### config.mk
export PLATFORM = sky130hd
export DESIGN_NAME = cw305_reg_initiator_flat
export DESIGN_NICKNAME = d
export VERILOG_FILES = /design/src/rtl/cw305_reg_initiator_if.sv /design/src/rtl/cw305_reg_initiator.sv /design/src/flat_wrapper.sv
export SDC_FILE = /design/constraint.sdc
export NUM_CORES = 1
export LEC_CHECK = 0
export ABC_AREA = 1
export CORE_UTILIZATION = 40
export CTS_CLUSTER_DIAMETER = 150
export DETAILED_ROUTE_END_ITERATION = 10
export PLACE_DENSITY = 0.83
export SLEW_MARGIN = 20
export SYNTH_ARGS = -nofsm -noshare
export SYNTH_HDL_FRONTEND = slang
export SYNTH_SLANG_ARGS = --single-unit
### constraint.sdc
create_clock -name usb_clk -period 2.05 [get_ports usb_clk]
set_input_delay 0.41 -clock usb_clk [delete_from_list [all_inputs] [get_ports usb_clk]]
set_output_delay 0.41 -clock usb_clk [all_outputs]
set_load 0.05 [all_outputs]
### src/rtl/cw305_reg_initiator_if.sv
// Command, byte-stream and register-bus signals of the CW305 register initiator.
// The slave modport is the initiator's view; master is the client/responder side.
`timescale 1ns/1ps
interface cw305_reg_initiator_if #(
    parameter int pADDR_WIDTH   = 21,
    parameter int pBYTECNT_SIZE = 7
);
    localparam int AW = pADDR_WIDTH - pBYTECNT_SIZE;

    logic                     cmd_valid;
    logic                     cmd_ready;
    logic                     cmd_write;
    logic [AW-1:0]            cmd_address;
    logic [pBYTECNT_SIZE-1:0] cmd_len;

    logic                     wr_valid;
    logic [7:0]               wr_data;
    logic                     wr_ready;

    logic                     rd_valid;
    logic [7:0]               rd_data;
    logic                     rd_ready;

    logic [AW-1:0]            reg_address;
    logic [pBYTECNT_SIZE-1:0] reg_bytecnt;
    logic                     reg_addrvalid;
    logic                     reg_read;
    logic                     reg_write;
    logic [7:0]               write_data;
    logic [7:0]               read_data;

    logic                     busy;
    logic                     done;

    modport slave (
        input  cmd_valid, cmd_write, cmd_address, cmd_len,
        input  wr_valid, wr_data, rd_ready, read_data,
        output cmd_ready, wr_ready, rd_valid, rd_data,
        output reg_address, reg_bytecnt, reg_addrvalid,
        output reg_read, reg_write, write_data,
        output busy, done
    );

    modport master (
        output cmd_valid, cmd_write, cmd_address, cmd_len,
        output wr_valid, wr_data, rd_ready, read_data,
        input  cmd_ready, wr_ready, rd_valid, rd_data,
        input  reg_address, reg_bytecnt, reg_addrvalid,
        input  reg_read, reg_write, write_data,
        input  busy, done
    );
endinterface

### src/rtl/cw305_reg_initiator.sv
// Byte-burst register-bus initiator for the CW305 usb_clk domain.
// Turns read/write burst commands into reg_* strobes with a one-entry read buffer.
`timescale 1ns/1ps
module cw305_reg_initiator #(
    parameter int pADDR_WIDTH   = 21,
    parameter int pBYTECNT_SIZE = 7
) (
    input  logic                  usb_clk,
    input  logic                  reset_i,
    cw305_reg_initiator_if.slave  bus
);
    localparam int AW = pADDR_WIDTH - pBYTECNT_SIZE;
    localparam int BW = pBYTECNT_SIZE;

    typedef enum logic [2:0] {
        S_IDLE,
        S_ADDR,
        S_WRITE,
        S_READ,
        S_CAPTURE,
        S_DONE
    } state_t;

    state_t        state;
    state_t        state_nx;

    logic [AW-1:0] addr_q;
    logic [BW-1:0] len_q;
    logic [BW-1:0] cnt_q;
    logic          dir_q;
    logic [7:0]    rd_data_q;
    logic          rd_valid_q;

    logic          last;
    logic          accept;
    logic          cmd_ready_c;
    logic          wr_ready_c;
    logic          reg_read_c;
    logic          reg_write_c;
    logic          addrvalid_c;
    logic [7:0]    wdata_c;
    logic          busy_c;
    logic          done_c;

    assign last   = (cnt_q == len_q);
    assign accept = cmd_ready_c && bus.cmd_valid;

    always_ff @(posedge usb_clk or posedge reset_i) begin
        if (reset_i) begin
            state <= S_IDLE;
        end else begin
            state <= state_nx;
        end
    end

    always_comb begin
        state_nx    = state;
        cmd_ready_c = 1'b0;
        wr_ready_c  = 1'b0;
        reg_read_c  = 1'b0;
        reg_write_c = 1'b0;
        addrvalid_c = 1'b0;
        wdata_c     = 8'h00;
        busy_c      = 1'b1;
        done_c      = 1'b0;
        unique case (state)
            S_IDLE: begin
                busy_c      = 1'b0;
                cmd_ready_c = !reset_i;
                if (bus.cmd_valid) begin
                    state_nx = S_ADDR;
                end
            end
            S_ADDR: begin
                addrvalid_c = 1'b1;
                state_nx    = dir_q ? S_WRITE : S_READ;
            end
            S_WRITE: begin
                addrvalid_c = 1'b1;
                wr_ready_c  = 1'b1;
                reg_write_c = bus.wr_valid;
                wdata_c     = bus.wr_data;
                if (bus.wr_valid && last) begin
                    state_nx = S_DONE;
                end
            end
            S_READ: begin
                addrvalid_c = 1'b1;
                // Only issue when the buffer is empty or draining this cycle.
                reg_read_c  = !rd_valid_q || bus.rd_ready;
                if (reg_read_c) begin
                    state_nx = S_CAPTURE;
                end
            end
            S_CAPTURE: begin
                addrvalid_c = 1'b1;
                state_nx    = last ? S_DONE : S_READ;
            end
            S_DONE: begin
                done_c   = 1'b1;
                state_nx = S_IDLE;
            end
            default: begin
                state_nx = S_IDLE;
            end
        endcase
    end

    always_ff @(posedge usb_clk or posedge reset_i) begin
        if (reset_i) begin
            addr_q     <= '0;
            len_q      <= '0;
            cnt_q      <= '0;
            dir_q      <= 1'b0;
            rd_data_q  <= 8'h00;
            rd_valid_q <= 1'b0;
        end else begin
            if (accept) begin
                addr_q <= bus.cmd_address;
                len_q  <= bus.cmd_len;
                dir_q  <= bus.cmd_write;
                cnt_q  <= '0;
            end
            // The counter stops on the last index so reg_bytecnt never wraps.
            if (state == S_WRITE && bus.wr_valid && !last) begin
                cnt_q <= cnt_q + 1'b1;
            end
            if (state == S_CAPTURE) begin
                rd_data_q  <= bus.read_data;
                rd_valid_q <= 1'b1;
                if (!last) begin
                    cnt_q <= cnt_q + 1'b1;
                end
            end else if (rd_valid_q && bus.rd_ready) begin
                rd_valid_q <= 1'b0;
            end
        end
    end

    assign bus.cmd_ready     = cmd_ready_c;
    assign bus.wr_ready      = wr_ready_c;
    assign bus.rd_valid      = rd_valid_q;
    assign bus.rd_data       = rd_data_q;
    assign bus.reg_address   = addr_q;
    assign bus.reg_bytecnt   = cnt_q;
    assign bus.reg_addrvalid = addrvalid_c;
    assign bus.reg_read      = reg_read_c;
    assign bus.reg_write     = reg_write_c;
    assign bus.write_data    = wdata_c;
    assign bus.busy          = busy_c;
    assign bus.done          = done_c;
endmodule

### src/flat_wrapper.sv
// flat-port wrapper written by rule: the top's interface ports become plain ports
module cw305_reg_initiator_flat 
#(
    parameter int pADDR_WIDTH   = 21,
    parameter int pBYTECNT_SIZE = 7
)
  (usb_clk, reset_i, bus_cmd_valid, bus_cmd_write, bus_cmd_address, bus_cmd_len, bus_wr_valid, bus_wr_data, bus_rd_ready, bus_read_data, bus_cmd_ready, bus_wr_ready, bus_rd_valid, bus_rd_data, bus_reg_address, bus_reg_bytecnt, bus_reg_addrvalid, bus_reg_read, bus_reg_write, bus_write_data, bus_busy, bus_done);
  cw305_reg_initiator_if #(.pADDR_WIDTH(pADDR_WIDTH), .pBYTECNT_SIZE(pBYTECNT_SIZE)) bus_i ();
  input  logic usb_clk;
  input  logic reset_i;
  input wire logic [$bits(bus_i.cmd_valid)-1:0] bus_cmd_valid;
  input wire logic [$bits(bus_i.cmd_write)-1:0] bus_cmd_write;
  input wire logic [$bits(bus_i.cmd_address)-1:0] bus_cmd_address;
  input wire logic [$bits(bus_i.cmd_len)-1:0] bus_cmd_len;
  input wire logic [$bits(bus_i.wr_valid)-1:0] bus_wr_valid;
  input wire logic [$bits(bus_i.wr_data)-1:0] bus_wr_data;
  input wire logic [$bits(bus_i.rd_ready)-1:0] bus_rd_ready;
  input wire logic [$bits(bus_i.read_data)-1:0] bus_read_data;
  output wire logic [$bits(bus_i.cmd_ready)-1:0] bus_cmd_ready;
  output wire logic [$bits(bus_i.wr_ready)-1:0] bus_wr_ready;
  output wire logic [$bits(bus_i.rd_valid)-1:0] bus_rd_valid;
  output wire logic [$bits(bus_i.rd_data)-1:0] bus_rd_data;
  output wire logic [$bits(bus_i.reg_address)-1:0] bus_reg_address;
  output wire logic [$bits(bus_i.reg_bytecnt)-1:0] bus_reg_bytecnt;
  output wire logic [$bits(bus_i.reg_addrvalid)-1:0] bus_reg_addrvalid;
  output wire logic [$bits(bus_i.reg_read)-1:0] bus_reg_read;
  output wire logic [$bits(bus_i.reg_write)-1:0] bus_reg_write;
  output wire logic [$bits(bus_i.write_data)-1:0] bus_write_data;
  output wire logic [$bits(bus_i.busy)-1:0] bus_busy;
  output wire logic [$bits(bus_i.done)-1:0] bus_done;
  assign bus_i.cmd_valid = bus_cmd_valid;
  assign bus_i.cmd_write = bus_cmd_write;
  assign bus_i.cmd_address = bus_cmd_address;
  assign bus_i.cmd_len = bus_cmd_len;
  assign bus_i.wr_valid = bus_wr_valid;
  assign bus_i.wr_data = bus_wr_data;
  assign bus_i.rd_ready = bus_rd_ready;
  assign bus_i.read_data = bus_read_data;
  assign bus_cmd_ready = bus_i.cmd_ready;
  assign bus_wr_ready = bus_i.wr_ready;
  assign bus_rd_valid = bus_i.rd_valid;
  assign bus_rd_data = bus_i.rd_data;
  assign bus_reg_address = bus_i.reg_address;
  assign bus_reg_bytecnt = bus_i.reg_bytecnt;
  assign bus_reg_addrvalid = bus_i.reg_addrvalid;
  assign bus_reg_read = bus_i.reg_read;
  assign bus_reg_write = bus_i.reg_write;
  assign bus_write_data = bus_i.write_data;
  assign bus_busy = bus_i.busy;
  assign bus_done = bus_i.done;
  cw305_reg_initiator #(.pADDR_WIDTH(pADDR_WIDTH), .pBYTECNT_SIZE(pBYTECNT_SIZE)) u_core (.usb_clk(usb_clk), .reset_i(reset_i), .bus(bus_i));
endmodule
Word-level counts from Yosys, hierarchy flattened
Cells that the tools add are included.
{ "word_totals": {"output_inout_bits": 45, "input_bits": 43, "ff_bits": 41, "wordCells": 50} }
{ "classes": {"n_addsub": 1, "n_reduce_logical": 13, "mux": 20, "eq_ne": 9} }
{ "ops": {"columns": ["operator", "count"], "rows": [
  ["7-bit two-way mux", 4],
  ["3-bit case mux with 5 select lines", 1],
  ["3-bit two-way mux", 4],
  ["1-bit two-way mux", 10],
  ["8-bit two-way mux", 1],
  ["7-bit by 1-bit adder with 7-bit output (second input constant)", 1],
  ["7-bit == test", 1],
  ["3-bit by 2-bit == test with 1-bit output (second input constant)", 2],
  ["3-bit == test (second input constant)", 2],
  ["1-bit logical AND", 5],
  ["2-bit by 1-bit != test with 1-bit output (second input constant)", 2],
  ["4-bit OR reduction", 1],
  ["3-bit by 1-bit == test with 1-bit output (second input constant)", 1],
  ["1-bit logical NOT", 3],
  ["3-bit logical NOT", 1],
  ["3-bit AND reduction", 1],
  ["2-bit != test (second input constant)", 1],
  ["2-bit nonzero test", 1],
  ["1-bit logical OR", 1]
]} }

Longest topological paths before layout
Gate-level depths: netlist of run 1.
{ "logic_depth": {"ltp_word": 7, "depth_mapped": 11, "mapped_depth_nobuf": 10} }

Worst setup path before layout of run 1
No wires, ideal clock.
{ "synth_path": {"kind": "reg-to-output", "from": "register u_core.rd_valid_q (netlist: u_core.bus.rd_valid)", "to": "output bus_reg_read", "path_buffers": 0, "t_arrival_ns": 1.801, "stages_incl_launch_ff": 4, "required_time_ns": 1.640, "slack_ns": -0.161, "path_cell_list": "dfrtp_1 > nand2_1 > inv_1 > nor3_1"} }
{ "synth_via": {"elab_chain_cells": 3} }
{ "synth_rtl": {"columns": ["item", "line", "text"], "rows": [
  ["start: declaration", "cw305_reg_initiator.sv:32", "logic rd_valid_q;"],
  ["start signal: assignment", "cw305_reg_initiator.sv:116", "rd_valid_q <= 1'b0;"],
  ["start signal: assignment", "cw305_reg_initiator.sv:130", "rd_valid_q <= 1'b1;"],
  ["start signal: assignment", "cw305_reg_initiator.sv:135", "rd_valid_q <= 1'b0;"],
  ["1-bit logical NOT", "cw305_reg_initiator.sv:90", "reg_read_c = !rd_valid_q || bus.rd_ready;"],
  ["1-bit logical OR", "cw305_reg_initiator.sv:90", null],
  ["1-bit two-way mux", "cw305_reg_initiator.sv:66", "unique case (state)"],
  ["end: declaration", "flat_wrapper.sv:26", "output wire logic [$bits(bus_i.reg_read)-1:0] bus_reg_read;"]
]} }
Every way passes these cells.

Worst setup path in the final report of run 1
{ "layout_path": {"from": "register u_core.cnt_q[4] (netlist: u_core.bus.reg_bytecnt[4])", "to": "output bus_reg_bytecnt[4]"} }
{ "layout_lines": {"columns": ["item", "line", "text"], "rows": [
  ["start: declaration", "cw305_reg_initiator.sv:29", "logic [BW-1:0] cnt_q;"],
  ["start signal: assignment", "cw305_reg_initiator.sv:126", "cnt_q <= cnt_q + 1'b1;"],
  ["start signal: assignment", "cw305_reg_initiator.sv:132", "cnt_q <= cnt_q + 1'b1;"],
  ["end: declaration", "flat_wrapper.sv:24", "output wire logic [$bits(bus_i.reg_bytecnt)-1:0] bus_reg_bytecnt;"]
]} }
No word-level cell between the ends.

==> impl_metrics.py, run 1 <==
metrics = {
    "run_status": {
        "status": "finished clean",
    },
    "synth": {
        "netlist_instances": 263,
        "synth_mux_area_share_pct": 0,
        "yosys-top-cells-area": "dfrtp_1 (49%), nand2_1 (18%), nand3_1 (7.0%)",
        "synth-xor-area-share_pct": 3.793,
        "seq_area_frac_synth_pct": 49.37,
        "synth-compound-area-share_pct": 3.612,
        "synth.distinct_cells": 26,
        "synth_top_family_by_area": "simple AND/OR/NAND/NOR gates",
        "yosysWarnings": 0,
        "syn-mean-instance-area_um2": 7.902,
        "synthSimpleGateAreaFrac_pct": 33.96,
        "synthAdderAreaFrac_pct": 0.6020,
        "synth_area_um2": 2078,
        "synth_top_area_cell": "dfrtp_1",
        "synth_fp_nets": 307,
        "synth_top_area_share_pct": 49.37,
        "synth-seq-cells": 41,
    },
    "route": {
        "detail_route.vias_per_cell": 4.724,
        "drtIter0Drc": 94,
        "antenna_left": 0,
        "vias": 1984,
        "detail_route.first_pass.iterations": 4,
        "wire_per_inst_um": 11.54,
        "finalWirelength_um": 4847,
        "drc": 0,
    },
    "global_route": {
        "grt_max_degree": 33,
        "grt_pass1_wl_um": 7962,
        "antenna_found_initial": 0,
        "met1_usage_pct": 22.64,
        "use_met2_pct": 32.42,
        "grt_busiest_layer": "met2",
        "grt_usage_pct": 18.86,
        "use_met3_pct": 5.149,
        "grt_overflow": 0,
        "grt_pass1_vias": 1843,
    },
    "power": {
        "p_leak_nw": 1.649,
        "peakVddDrop_uv": 806.5,
        "power_density_nw_per_um2": 1748,
    },
    "placed_design": {
        "dp_slack_ns": 0.2448,
        "gp_congestion": 0.8559,
        "portBuffers": 87,
        "hpwl_um": 3776,
        "placed_cells": 412,
    },
    "clocking": {
        "hold_buffers": 0,
        "post_cts_buffers": 0,
        "clock_path_buffers": 2,
        "cts_made_buffers": 5,
        "htree_levels": 2,
        "clock_latency_ns": 0.29,
        "cts_tree": "yes",
        "clkTransAtPathRegs_ns": 0.08,
        "root_buffer": "clkbuf_8",
        "cts_num_sinks": 41,
    },
    "setup_path": {
        "end_kind": "output pin",
        "max_stage_delay_ns": 0.84,
        "cp-startpoint": "u_core.bus.reg_bytecnt[4]",
        "critPathSlowestCell": "clkdlybuf4s50_1",
        "crit_end": "bus_reg_bytecnt[4]",
        "r2r-start": "u_core.state[0]",
        "cp_max_fo": 5,
        "r2r_end": "u_core.bus.reg_bytecnt[6]",
        "critPathLaunchType": "flop",
        "cp.depth": 1,
        "crit_type": "flop to output pin",
        "crit_buf_inv": 1,
        "worstPathRequired_ns": 1.64,
        "crit_arrival_ns": 1.58,
        "rrSetupSlack_ns": 0.49,
        "critical_path.top_delay_family": "buffers and inverters",
        "reg2reg_depth": 10,
        "path_cells": "clkdlybuf4s50_1",
    },
    "sta": {
        "hold_ws_ns": 0.4742,
        "period_minus_slack_ns": 1.989,
        "finClkSkew_ns": 0.008236,
        "setup_slack_ns": 0.06105,
        "post-route-period-util_pct": 97.02,
        "setup_violations": 0,
        "rsz0062_at_grt": "no",
        "tns_ns": 0,
        "slew_viol_final": 0,
        "worst_pin_slew_ns": 0.5173,
        "max_slew_margin_pct": 65.40,
        "fmax_mhz": 502.8,
        "finalHoldViolCount": 0,
    },
    "cells_and_area": {
        "area_growth_pct": 56.05,
        "antennaDiodeCount": 0,
        "fillCellCount": 399,
        "final_cells": 420,
        "final_cell_mix": "nand2_1 (100), clkdlybuf4s50_1 (69), dfrtp_1 (41)",
        "layout_commonest_cell": "nand2_1",
        "finalCoreUtilization_pct": 66.89,
        "layout-drive-gt1-share_pct": 12.75,
        "final_nets": 396,
    },
    "floorplanning": {
        "die_h_um": 74.08,
        "start_util_pct": 42.86,
        "die-area_um2": 5488,
        "top_level_ports": 88,
        "fp-row-count": 25,
        "die_x_um": 74.08,
        "coreArea_um2": 4848,
    },
    "job": {
        "cap_viol_max_count": 0,
    },
    "hold_path": {
        "min_path_type": "flop to flop",
    },
}
-- cell usage after synthesis --
| cell type | n |
|---|---|
| a21oi_1 | 3 |
| buf_2 | 7 |
| buf_4 | 1 |
| buf_6 | 1 |
| clkbuf_1 | 1 |
| dfrtp_1 | 41 |
| ha_1 | 1 |
| inv_1 | 27 |
| inv_2 | 4 |
| inv_4 | 1 |
| nand2_1 | 101 |
| nand2_2 | 1 |
| nand2_4 | 2 |
| nand3_1 | 29 |
| nand4_1 | 2 |
| nor2_1 | 17 |
| nor2_2 | 2 |
| nor2_4 | 3 |
| nor2_8 | 1 |
| nor3_1 | 2 |
| o211ai_1 | 4 |
| o21ai_0 | 1 |
| o21ai_4 | 1 |
| o311ai_0 | 1 |
| xnor2_1 | 5 |
| xor2_1 | 4 |
-- area by class of cell --
cell class | instances | area, um^2 | area share [%]
tap | 67 | 83.83 | 2.585
timing repair buffer | 92 | 1049 | 32.33
multi-input combinational | 180 | 879.6 | 27.12
clock inverter | 2 | 10.01 | 0.3086
inverter | 32 | 122.6 | 3.781
clock buffer | 6 | 72.57 | 2.238
sequential | 41 | 1026 | 31.64
-- how the worst min path moves through the flow --
stage,from,end,cells past startpoint
floorplan,u_core.dir_q,u_core.dir_q,2
global placement,u_core.bus.rd_data[3],u_core.bus.rd_data[3],2
detailed placement,u_core.bus.rd_data[0],u_core.bus.rd_data[0],2
CTS,u_core.bus.rd_data[0],u_core.bus.rd_data[0],2
global route,u_core.bus.rd_data[2],u_core.bus.rd_data[2],2
finish,u_core.bus.rd_data[0],u_core.bus.rd_data[0],2
-- metrics by stage --
stage / area (um^2) / total power [mW]
3_3_place_gp: 3153 / 5.120
3_5_place_dp: 3153 / 5.200
5_1_grt: 3243 / 6.025
4_1_cts: 3238 / 5.717
2_1_floorplan: 2083 / 3.887
6_report: 3243 / 5.669
-- power breakdown --
part	total (mW)	switching, mW	leakage [nW]	internal (mW)
sequential	1.51	0.317	0.504	1.20
clock	0.501	0.264	0.0450	0.236
combinational	3.66	2.34	1.10	1.32
total	5.67	2.92	1.65	2.75
-- kinds of logic (layout without fill, tap and decap cells) --
logic type                 Yosys count  count (layout)
and+or+nand+nor                    160             160
buffers and inverters               42             132
DFF                                 41              41
AOI/OAI and AO/OA                   10              10
xor gates and xnor gates             9               9
adders and majority gates            1               1
-- repair_timing --
item | in CTS | in global routing
gates resized for setup | 1 | 2
endpoints found under the setup margin | 9 | 2
hold endpoints to repair | 0 | 0
gates cloned | 0 | 0
-- routing by layer --
metal  wire length (um)  vias to the layer above
met2               2360                       79
met1               2038                      911
li1                   -                      987
met3                404                        7
met4                 44                        0
met5                  0                        -
-- sequential cells by signal, summed over array words and instances, names as in the netlist --
signal                  cells
u_core.bus.rd_data          8
u_core.state                3
u_core.dir_q                1
u_core.bus.rd_valid         1
u_core.len_q                7
u_core.bus.reg_address     14
u_core.bus.reg_bytecnt      7
(Power assumes the default switching activity.)
==> inputs of run 2 (changes only) <==
==> constraint.sdc (replaced) <==
create_clock -name usb_clk -period 2 [get_ports usb_clk]
set_input_delay 0.4 -clock usb_clk [delete_from_list [all_inputs] [get_ports usb_clk]]
set_output_delay 0.4 -clock usb_clk [all_outputs]
set_load 0.05 [all_outputs]
==> run 2 against run 1 <==
Sequential power rose by 4%. Critical endpoint is now bus_write_data[0]. Sequential cell count did not move. Utilization rose by 0.59 points. Clock power rose by 28%. Global-route usage rose by 0.71 points. Register-to-register slack got worse by 0.10 ns. Final area rose by 0.89%. Wire length rose by 7.0%. Highest routed layer unchanged. Count of clock-buffer cells in the layout fell by 1. Setup slack improved by 0.053 ns. Combinational power rose by 3%. Largest power group unchanged.
==> impl_metrics.py, run 2 (synthesis results as in run 1) <==
metrics = {
    "route": {
        "drc": 0,
        "finalWirelength_um": 5185,
        "wire_per_inst_um": 12.32,
        "vias": 1969,
        "detail_route.first_pass.iterations": 4,
        "antenna_left": 0,
        "detail_route.vias_per_cell": 4.677,
        "drtIter0Drc": 136,
    },
    "floorplanning": {
        "die-area_um2": 5488,
        "top_level_ports": 88,
        "fp-row-count": 25,
        "die_x_um": 74.08,
        "coreArea_um2": 4848,
        "start_util_pct": 42.86,
        "die_h_um": 74.08,
    },
    "cells_and_area": {
        "fillCellCount": 406,
        "antennaDiodeCount": 0,
        "final_cell_mix": "nand2_1 (100), clkdlybuf4s50_1 (65), dfrtp_1 (41)",
        "area_growth_pct": 57.44,
        "layout-drive-gt1-share_pct": 15.82,
        "layout_commonest_cell": "nand2_1",
        "final_cells": 421,
        "largest_reg_flops": 14,
        "finalCoreUtilization_pct": 67.48,
        "final_nets": 398,
        "final_cell_area_um2": 3272,
    },
    "job": {
        "cap_viol_max_count": 0,
    },
    "global_route": {
        "grt_usage_pct": 19.57,
        "antenna_found_initial": 0,
        "grt_max_degree": 33,
        "grt_pass1_wl_um": 8190,
        "grt_overflow": 0,
        "grt_pass1_vias": 1885,
    },
    "power": {
        "peakVddDrop_uv": 1110,
        "p_leak_nw": 1.660,
        "power_density_nw_per_um2": 1827,
    },
    "clocking": {
        "hold_buffers": 0,
        "htree_levels": 2,
        "cts_made_buffers": 5,
        "cts_tree": "yes",
        "clkTransAtPathRegs_ns": 0.08,
        "root_buffer": "clkbuf_8",
        "cts_num_sinks": 41,
        "clock_path_buffers": 2,
        "clock_latency_ns": 0.29,
    },
    "sta": {
        "finClkSkew_ns": 0.006054,
        "setup_violations": 0,
        "slew_viol_final": 0,
        "max_slew_margin_pct": 62.65,
        "finalHoldViolCount": 0,
        "period_minus_slack_ns": 1.886,
        "hold_ws_ns": 0.4762,
        "tns_ns": 0,
        "worst_pin_slew_ns": 0.5568,
        "post-route-period-util_pct": 94.28,
        "rsz0062_at_grt": "no",
        "fmax_mhz": 530.3,
    },
    "setup_path": {
        "crit_arrival_ns": 1.49,
        "end_kind": "output pin",
        "worstPathRequired_ns": 1.60,
        "critPathLaunchType": "flop",
        "cp_max_fo": 12,
        "crit_type": "flop to output pin",
    },
    "placed_design": {
        "placed_cells": 413,
        "placed_area_um2": 3146,
        "gp_congestion": 0.8701,
        "portBuffers": 87,
        "hpwl_um": 3885,
    },
    "run_status": {
        "status": "finished clean",
    },
    "hold_path": {
        "min_path_type": "flop to flop",
    },
}
run 2: cell count changes in the layout (fill, tap and decap cells not counted):
| cell | delta |
|---|---|
| clkdlybuf4s50_1 | -4 |
| clkbuf_1 | -1 |
| nand2_2 | -1 |
| nor2_1 | -3 |
| buf_4 | +8 |
| dlymetal6s2s_1 | -2 |
| nor2_2 | +3 |
| nand2_4 | +1 |
| bufinv_16 | +1 |
| clkinv_2 | -1 |
run 2: worst paths after layout:
| check | from | end | slack, ns | cells past startpoint |
|---|---|---|---|---|
| worst max-delay path | u_core.state[2] | bus_write_data[0] | 0.11 | 4 |
| worst min-delay path | u_core.bus.reg_address[0] | u_core.bus.reg_address[0] | 0.48 | 2 |
| worst max register to register | u_core.state[0] | u_core.bus.reg_bytecnt[6] | 0.39 | 10 |
| worst min register to register | u_core.bus.reg_address[0] | u_core.bus.reg_address[0] | 0.48 | 2 |
| max in group asynchronous | reset_i | u_core.bus.reg_bytecnt[1] | 0.96 | 3 |
| min in group asynchronous | reset_i | u_core.bus.rd_data[1] | 0.56 | 2 |
run 2: area by class of cell:
class / count / area [um^2] / share of cell area (%)
Multi-Input combinational cell: 180 / 892.1 / 27.27
Clock inverter: 2 / 35.03 / 1.071
Inverter: 32 / 122.6 / 3.748
Timing Repair Buffer: 94 / 1044 / 31.89
Clock buffer: 5 / 68.82 / 2.103
Sequential cell: 41 / 1026 / 31.36
Tap cell: 67 / 83.83 / 2.562
run 2: per-stage QoR:
stage / worst slack, ns / power (mW)
after floorplan: 0.1003 / 3.984
after global placement: 0.2365 / 5.223
after detailed placement: 0.1732 / 5.315
after CTS: 0.02915 / 5.975
after global routing: 0.0002134 / 6.337
final: 0.1144 / 5.977
run 2: power by group:
part	switching [mW]	internal, mW
logic	2.42	1.35
registers	0.341	1.23
clock network	0.279	0.363
run 2: critical path, cell delays in order, from the launching register on:
cell     delay, ns
dfrtp_1       0.46
nor2_2        0.20
nand2_4       0.15
nor2_1        0.21
buf_12        0.17
run 2: repair_timing:
item	in CTS	in global routing
pin swaps	0	1
setup endpoints to repair	10	10
resized for setup	1	4
buffers inserted	0	1
run 2: per-layer routing:
layer	GRT usage (%)	part of all wire, %
met1	23.55	44
met2	33.54	48
met3	6.369	7.2
met4	5.556	0.95
met5	0	0
==> inputs of run 3 (changes only) <==
--- a/config.mk
+++ b/config.mk
@@ -10,6 +10,7 @@
 export CTS_CLUSTER_DIAMETER = 150
 export DETAILED_ROUTE_END_ITERATION = 10
 export PLACE_DENSITY = 0.83
+export SKIP_LAST_GASP = 1
 export SLEW_MARGIN = 20
 export SYNTH_ARGS = -nofsm -noshare
 export SYNTH_HDL_FRONTEND = slang
==> results of run 3 <==
No change in the layout: final DEF, timing and power equal those of run 2.
